===== src/rtl/alu_compute_pipe.sv =====
// alu_compute_pipe: two-stage pipelined saturating EX-stage ALU with valid/ready handshake, flush and flag register
module alu_compute_pipe #(
  parameter int WIDTH = 16,
  parameter int LANE = 4,
  parameter int SHW = $clog2(WIDTH)
) (
  input  logic             clk,
  input  logic             rst_n,
  input  logic             flush_i,
  input  logic             in_valid,
  output logic             in_ready,
  input  logic [3:0]       opcode,
  input  logic [WIDTH-1:0] in_a,
  input  logic [WIDTH-1:0] in_b,
  input  logic [WIDTH-1:0] offset,
  input  logic [SHW-1:0]   shamt,
  output logic             out_valid,
  input  logic             out_ready,
  output logic [3:0]       out_opcode,
  output logic [WIDTH-1:0] out_addr,
  output logic [WIDTH-1:0] out_result,
  output logic [2:0]       flag
);
  localparam int NL = WIDTH / LANE;
  localparam int NB = WIDTH / 8;
  localparam int LSW = NL * (LANE + 1);
  localparam logic [3:0] OP_ADD = 4'b0000;
  localparam logic [3:0] OP_SUB = 4'b0001;
  localparam logic [3:0] OP_XOR = 4'b0010;
  localparam logic [3:0] OP_RED = 4'b0011;
  localparam logic [3:0] OP_SLL = 4'b0100;
  localparam logic [3:0] OP_SRA = 4'b0101;
  localparam logic [3:0] OP_ROR = 4'b0110;
  localparam logic [3:0] OP_PADDSB = 4'b0111;
  localparam logic [3:0] OP_SW = 4'b1001;
  localparam logic [3:0] OP_LLB = 4'b1010;
  localparam logic [3:0] OP_LHB = 4'b1011;

  logic             s1_v_q, s1_v_d, s2_v_q, s2_v_d;
  logic [3:0]       s1_op_q, s1_op_d, s2_op_q, s2_op_d;
  logic [WIDTH:0]   s1_sum_q, s1_sum_d;
  logic [WIDTH-1:0] s1_misc_q, s1_misc_d, s1_addr_q, s1_addr_d;
  logic [WIDTH-1:0] s2_addr_q, s2_addr_d, s2_res_q, s2_res_d;
  logic [LSW-1:0]   s1_lane_q, s1_lane_d;
  logic             s2_ovf_q, s2_ovf_d;
  logic [2:0]       flag_q, flag_d;
  logic             adv1, adv2, acc, ld2, handoff, ovf;
  logic [WIDTH-1:0] red, sra, ror, sat, pad;
  logic [LSW-1:0]   lanes;
  logic [LANE:0]    ls;
  logic [2:0]       nvz;

  always_comb begin
    adv2 = !s2_v_q || out_ready;
    adv1 = !s1_v_q || adv2;
    acc = in_valid && adv1 && !flush_i;
    ld2 = s1_v_q && adv2 && !flush_i;
    handoff = s2_v_q && out_ready && !flush_i;
    red = '0;
    for (int i = 0; i < NB; i++)
      red = red + {{(WIDTH-8){in_a[8*i+7]}}, in_a[8*i+:8]} + {{(WIDTH-8){in_b[8*i+7]}}, in_b[8*i+:8]};
    lanes = '0;
    for (int l = 0; l < NL; l++)
      lanes[l*(LANE+1)+:LANE+1] = {in_a[l*LANE+LANE-1], in_a[l*LANE+:LANE]} + {in_b[l*LANE+LANE-1], in_b[l*LANE+:LANE]};
    sra = $signed(in_a) >>> shamt;
    ror = (in_a >> shamt) | (in_a << (WIDTH - int'(shamt)));
    s1_v_d = flush_i ? 1'b0 : adv1 ? in_valid : s1_v_q;
    s1_op_d = acc ? opcode : s1_op_q;
    s1_sum_d = !acc ? s1_sum_q :
               opcode == OP_SUB ? {in_a[WIDTH-1], in_a} - {in_b[WIDTH-1], in_b} :
               {in_a[WIDTH-1], in_a} + {in_b[WIDTH-1], in_b};
    s1_addr_d = acc ? {in_a[WIDTH-1:1], 1'b0} + {offset[WIDTH-2:0], 1'b0} : s1_addr_q;
    s1_lane_d = acc ? lanes : s1_lane_q;
    s1_misc_d = !acc ? s1_misc_q :
                opcode == OP_XOR ? in_a ^ in_b :
                opcode == OP_RED ? red :
                opcode == OP_SLL ? in_a << shamt :
                opcode == OP_SRA ? sra :
                opcode == OP_ROR ? ror :
                opcode == OP_SW  ? in_b :
                opcode == OP_LLB ? {in_a[WIDTH-1:8], offset[7:0]} :
                opcode == OP_LHB ? {offset[7:0], in_a[WIDTH-9:0]} : '0;
  end

  always_comb begin
    ovf = s1_sum_q[WIDTH] ^ s1_sum_q[WIDTH-1];
    sat = ovf ? {s1_sum_q[WIDTH], {(WIDTH-1){~s1_sum_q[WIDTH]}}} : s1_sum_q[WIDTH-1:0];
    pad = '0;
    ls = '0;
    for (int l = 0; l < NL; l++) begin
      ls = s1_lane_q[l*(LANE+1)+:LANE+1];
      pad[l*LANE+:LANE] = (ls[LANE] ^ ls[LANE-1]) ? {ls[LANE], {(LANE-1){~ls[LANE]}}} : ls[LANE-1:0];
    end
    s2_v_d = flush_i ? 1'b0 : adv2 ? s1_v_q : s2_v_q;
    s2_op_d = ld2 ? s1_op_q : s2_op_q;
    s2_addr_d = ld2 ? s1_addr_q : s2_addr_q;
    s2_ovf_d = ld2 ? ovf : s2_ovf_q;
    s2_res_d = !ld2 ? s2_res_q :
               (s1_op_q == OP_ADD || s1_op_q == OP_SUB) ? sat :
               s1_op_q == OP_PADDSB ? pad : s1_misc_q;
    nvz = {s2_res_q[WIDTH-1], s2_ovf_q, s2_res_q == '0};
    flag_d = !handoff ? flag_q :
             (s2_op_q == OP_ADD || s2_op_q == OP_SUB) ? nvz :
             (s2_op_q == OP_XOR || s2_op_q == OP_SLL || s2_op_q == OP_SRA || s2_op_q == OP_ROR) ? {flag_q[2:1], nvz[0]} :
             flag_q;
  end

  always_ff @(posedge clk or negedge rst_n)
    if (!rst_n) begin
      s1_v_q <= 1'b0;
      s2_v_q <= 1'b0;
      s1_op_q <= '0;
      s2_op_q <= '0;
      s1_sum_q <= '0;
      s1_misc_q <= '0;
      s1_addr_q <= '0;
      s1_lane_q <= '0;
      s2_addr_q <= '0;
      s2_res_q <= '0;
      s2_ovf_q <= 1'b0;
      flag_q <= '0;
    end else begin
      s1_v_q <= s1_v_d;
      s2_v_q <= s2_v_d;
      s1_op_q <= s1_op_d;
      s2_op_q <= s2_op_d;
      s1_sum_q <= s1_sum_d;
      s1_misc_q <= s1_misc_d;
      s1_addr_q <= s1_addr_d;
      s1_lane_q <= s1_lane_d;
      s2_addr_q <= s2_addr_d;
      s2_res_q <= s2_res_d;
      s2_ovf_q <= s2_ovf_d;
      flag_q <= flag_d;
    end

  assign in_ready = adv1;
  assign out_valid = s2_v_q;
  assign out_opcode = s2_op_q;
  assign out_addr = s2_addr_q;
  assign out_result = s2_res_q;
  assign flag = flag_q;
endmodule


===== config.mk =====
export PLATFORM = sky130hd
export DESIGN_NAME = alu_compute_pipe
export DESIGN_NICKNAME = d
export VERILOG_FILES = /design/src/rtl/alu_compute_pipe.sv
export SDC_FILE = /design/constraint.sdc
export NUM_CORES = 1
export LEC_CHECK = 0
export ABC_AREA = 1
export CAP_MARGIN = 0
export CORE_MARGIN = 2
export CORE_UTILIZATION = 25
export CTS_BUF_LIST = sky130_fd_sc_hd__clkbuf_16
export DETAILED_ROUTE_END_ITERATION = 10
export PLACE_DENSITY_LB_ADDON = 0.08
export SYNTH_ARGS = -nofsm -noshare
export SYNTH_HDL_FRONTEND = slang
export SYNTH_SLANG_ARGS = --single-unit

===== constraint.sdc =====
create_clock -name clk -period 2.3 [get_ports clk]
set_input_delay 0.345 -clock clk [delete_from_list [all_inputs] [get_ports clk]]
set_output_delay 0.345 -clock clk [all_outputs]
set_load 0.01 [all_outputs]

; ---- Yosys cells after proc, flatten, opt, wreduce, memory -nomap -nowiden
; Index checks and enable logic that the tools add are counted.
[classes]
add_sub_neg = 11
eq_ne = 16
shifts = 4
n_mux = 22
bitwise = 12
reduce_logical = 24
[ops]
columns = cell, n
row1 = two-way mux 16 bit, 11
row2 = << shifter 16 x 32 -> 16 bit, 1
row3 = "equality test 4 x 3 -> 1 bit, second input constant", 7
row4 = adder 4 x 4 -> 5 bit, 4
row5 = adder 16 x 16 -> 17 bit, 1
row6 = two-way mux 17 bit, 1
row7 = subtractor 16 x 16 -> 17 bit, 1
row8 = adder 16 bit, 1
row9 = zero test 16 bit, 1
row10 = two-way mux 4 bit, 4
row11 = OR 16 bit, 1
row12 = << shifter 16 x 4 -> 16 bit, 1
row13 = >> shifter 16 x 4 -> 16 bit, 1
row14 = >>> shifter 16 x 4 -> 16 bit, 1
row15 = bitwise XOR 16 bit, 1
row16 = "equality test 4 x 1 -> 1 bit, second input constant", 3
row17 = "equality test 4 x 2 -> 1 bit, second input constant", 3
row18 = "equality test 4 bit, second input constant", 3
row19 = adder 10 x 8 -> 11 bit, 1
row20 = adder 9 x 8 -> 10 bit, 1
row21 = adder 8 x 8 -> 9 bit, 1
row22 = zero test 4 bit, 2
row23 = logical OR 1 bit, 7
row24 = logical AND 1 bit, 6
row25 = other kinds (8), 25
[totals]
reg_bits = 115
inputBits = 61
output_inout_bits = 41
wordCells = 102

; ---- Logic depth before layout (Yosys ltp)
[depth]
depth_word = 9
mapped_depth = 20
depth_no_buf = 20

; ---- Worst setup path before layout
; No wires, ideal clock.
[synth_path]
path_kind = in2reg
startpoint = input port in_b[1]
endpoint = register s1_misc_q[9]
setup_time_ps = 116
t_arrival_ps = 2718
required_ps = 2184
setup_slack_ps = -534
stages = 17
cell_sequence = inv_1 fa_1 fa_1 inv_1 ha_1 inv_1 fa_1 inv_1 nand3_1 nand2_1 nand4_1 nand2_1 nand2_1 nand3_1 nand4_1 nand2_1 nand2_1
[synth_between]
elab_chain_cells = 5
[synth_rtl]
columns = element, line
row1 = from (decl), 14  ; input logic [WIDTH-1:0] in_b,
row2 = adder 8 x 8 -> 9 bit, 61  ; red = red + {{(WIDTH-8){in_a[8*i+7]}}, in_a[8*i+:8]} + {{(WIDTH-8){in_b[8*i+7]}}, in_b[8*i+:8]};
row3 = adder 9 x 8 -> 10 bit, 61
row4 = adder 10 x 8 -> 11 bit, 61
row5 = two-way mux 16 bit, 76  ; opcode == OP_RED ? red :
row6 = two-way mux 16 bit, 75  ; opcode == OP_XOR ? in_a ^ in_b :
row7 = to (signal assigned), 128  ; s1_misc_q <= s1_misc_d;
row8 = to (decl), 42  ; logic [WIDTH-1:0] s1_misc_q, s1_misc_d, s1_addr_q, s1_addr_d;
; No other way between the ends.
; A chain may end at the register's enable or synchronous reset.

; ---- Final worst setup path
[layout_path]
startpoint = input port in_b[1]
endpoint = register s1_misc_q[7]
; Same word-level chain as after synthesis.

==> impl_metrics.ini <==
[finish]
nets = 2193
diodes = 0
layout_common_cells = 443 x nand2_1, 318 x buf_4, 148 x nand3_1, 140 x inv_1, 121 x o21ai_0
mostFrequentLayoutCell = nand2_1
fin_area_mm2 = 0.01611
area_delta_synth_final_pct = 46.86
drive_above_1_share = 0.2903
fillCellCount = 4808

[setup_path]
ff2ff_path_depth = 6
reg2reg_to = out_result[13]
end_kind = flip-flop
arrival_ns = 3.02
start_kind = primary input
timing.rr.start = s1_sum_q[16]
r2r_slack_ns = 0.35
cp_max_fo = 2
path_class = primary input to flip-flop
worst_ep_required_time_ns = 2.58

[sta]
period_needed_ns = 2.741
maxSlewHeadroom = 0.6119
worstMarginPinSlew_ns = 0.5761
finalCritPeriodShare = 1.192
maxSlewViolCount = 0
rsz0062_at_grt = true
whs_ns = 0.4610
finalClockSkew_ns = 0.02343
worst_slack_ns = -0.4407
hold_viol = 0
setup_viol = 20
fmax_mhz = 364.9

[synth]
yosys.cell_types.count = 55
synthFlopType = dfrtp_1
yosysSeqAreaShare = 0.2555
ys_ff_latch = 112
synth.net_count = 1806
netlist_area_mm2 = 0.01097
yosysTopAreaCellShare = 0.2555
async_flop_share = 1.000
synth_area_leaders = dfrtp_1 26%, nand2_1 16%, ha_1 7.8%
ys_warn_count = 0
synth_edf_count = 0
yosysTopAreaCell = dfrtp_1
synthCells = 1654
synth.avg_cell_area_um2 = 6.632

[worst_hold_path]
hold_path.class = primary input to asynchronous set/reset pin

[cts]
htree_levels = 3
clk_latency_ns = 0.37
cts_tree = yes
clock_sink_count = 112
cts.clk_slew.worst_paths_ns = 0.09
cts_made_buffers = 9
clk_path_buf_depth = 2
cts_root_buffer = clkbuf_16

[grt]
grt.total_usage = 0.2331
grt_pass1_wl_mm = 78.09
antenna_found_initial = 0
grt_start_max_net_pins = 55
grt_pass1_vias = 12420
globalRouteOverflowTotal = 0

[power]
power_density_mw_per_mm2 = 572.3
p_leak_nw = 7.926
vdd_drop_max_mv = 0.3443

[drt]
num_vias = 12516
drt_iter0_markers = 920
routed_wl_mm = 52.15
drc = 0
vias_per_cell = 4.757
drt-pass1-iter-count = 7
ant_nets = 0
wire_per_inst_um = 19.82

[placement]
dp_hpwl_mm = 43.22
place_area_mm2 = 0.01495
portBuffers = 99
gp_congestion = 0.9637

[floorplanning]
rows = 76
die_w_um = 213.5
core_area_mm2 = 0.04317
io-pin-count = 102
die_y_um = 213.5
start_util = 0.2541
dieArea_mm2 = 0.04557

[outcome]
violations = negative setup slack
status = complete, but fails checks

[job]
cap_violations = 0
-- cell type report --
class | instances | area (um2) | share of cell area
multi-input combinational | 1289 | 7850 | 0.4873
timing repair buffer | 440 | 3674 | 0.2280
sequential | 112 | 2803 | 0.1740
inverter | 189 | 757.0 | 0.04699
tap | 585 | 732.0 | 0.04544
clock buffer | 9 | 225.2 | 0.01398
clock inverter | 7 | 68.82 | 0.004272
-- cells in the mapped netlist, drive strengths merged (15+ instances only) --
library cell    n
clkbuf         24
o21ai         146
nor3           15
nand4          31
a21oi         136
nand3         167
dfrtp         112
nor2          104
fa             23
ha             68
xor2           25
buf            39
nand2         488
inv           188
-- per-layer routing --
metal	global-route usage	vias to the layer above	part of all wire
li1	-	6250	-
met1	0.3044	5917	0.45
met2	0.4017	274	0.48
met3	0.01933	75	0.029
met4	0.08573	0	0.040
met5	0	-	0
-- worst max-delay path, stage by stage --
cell,delay [ns]
buf_8,0.08
clkinvlp_4,0.10
buf_6,0.14
fa_2,0.52
fa_1,0.42
inv_2,0.08
ha_4,0.14
inv_2,0.04
fa_2,0.37
inv_2,0.07
nand4_1,0.11
nand3_1,0.10
nand2_1,0.06
nand3_2,0.08
nand2_2,0.05
inv_2,0.07
nand4_1,0.12
nand2_1,0.10
nand2_1,0.05
-- state kept, by name (all words and copies together) (netlist names) --
| register | flops |
|---|---|
| s1_op_q | 4 |
| out_opcode | 4 |
| out_addr | 15 |
| s1_misc_q | 16 |
| s2_ovf_q | 1 |
| s1_lane_q | 19 |
| s1_sum_q | 17 |
| s1_v_q | 1 |
| out_valid | 1 |
| flag | 3 |
| s1_addr_q | 15 |
| out_result | 16 |
-- how the worst max path moves through the flow --
| stage | from | end | slack [ns] | cells after the start |
|---|---|---|---|---|
| 2_1_floorplan | in_b[1] | s1_misc_q[9] | -0.46 | 17 |
| 3_3_place_gp | in_a[6] | s1_misc_q[7] | -1.31 | 15 |
| 3_5_place_dp | in_b[1] | s1_misc_q[7] | -1.33 | 18 |
| 4_1_cts | in_b[1] | s1_misc_q[7] | -0.47 | 19 |
| 5_1_grt | in_b[1] | s1_misc_q[7] | -0.51 | 19 |
| 6_report | in_b[1] | s1_misc_q[7] | -0.44 | 19 |
-- logic make-up (layout without fill, tap and decap cells) --
group / after synthesis / count (layout) / synth area share
and+or+nand+nor: 827 / 827 / 0.3279
AOI/OAI and AO/OA: 334 / 334 / 0.1669
buffers and inverters: 253 / 645 / 0.1006
DFF: 112 / 112 / 0.2555
adders and majority gates: 91 / 91 / 0.1195
xor gates and xnor gates: 34 / 34 / 0.02715
muxes: 2 / 2 / 0.002053
other: 1 / 1 / 0.0003419
-- repair_timing --
item,in CTS,in global routing
endpoints found under the hold margin,27,0
setup buffers,18,11
gates cloned,0,0
setup endpoints to repair,35,31
hold buffers,1,0
pin swaps,91,91
resized for setup,229,110
-- metrics by stage --
| step | power (W) | setup WS, ns | util | setup TNS (ns) | instances |
|---|---|---|---|---|---|
| floorplan | 0.004932 | -0.4617 | - | -6.278 | 1654 |
| global placement | 0.007163 | -1.309 | 0.3462 | -36.21 | 2592 |
| detailed placement | 0.007164 | -1.327 | 0.3462 | -36.41 | 2592 |
| CTS | 0.009112 | -0.4731 | 0.3626 | -5.485 | 2623 |
| global route | 0.009950 | -0.5138 | 0.3731 | -8.007 | 2631 |
| finish | 0.009220 | -0.4407 | 0.3731 | -4.894 | 2631 |
-- power breakdown --
part / internal [W] / leakage [nW] / switching (W)
Combinational: 0.00224 / 6.39 / 0.00262
Clock: 0.000849 / 0.145 / 0.000817
Sequential: 0.00239 / 1.39 / 0.000302
Total: 0.00548 / 7.93 / 0.00374
(Power assumes the default switching activity.)
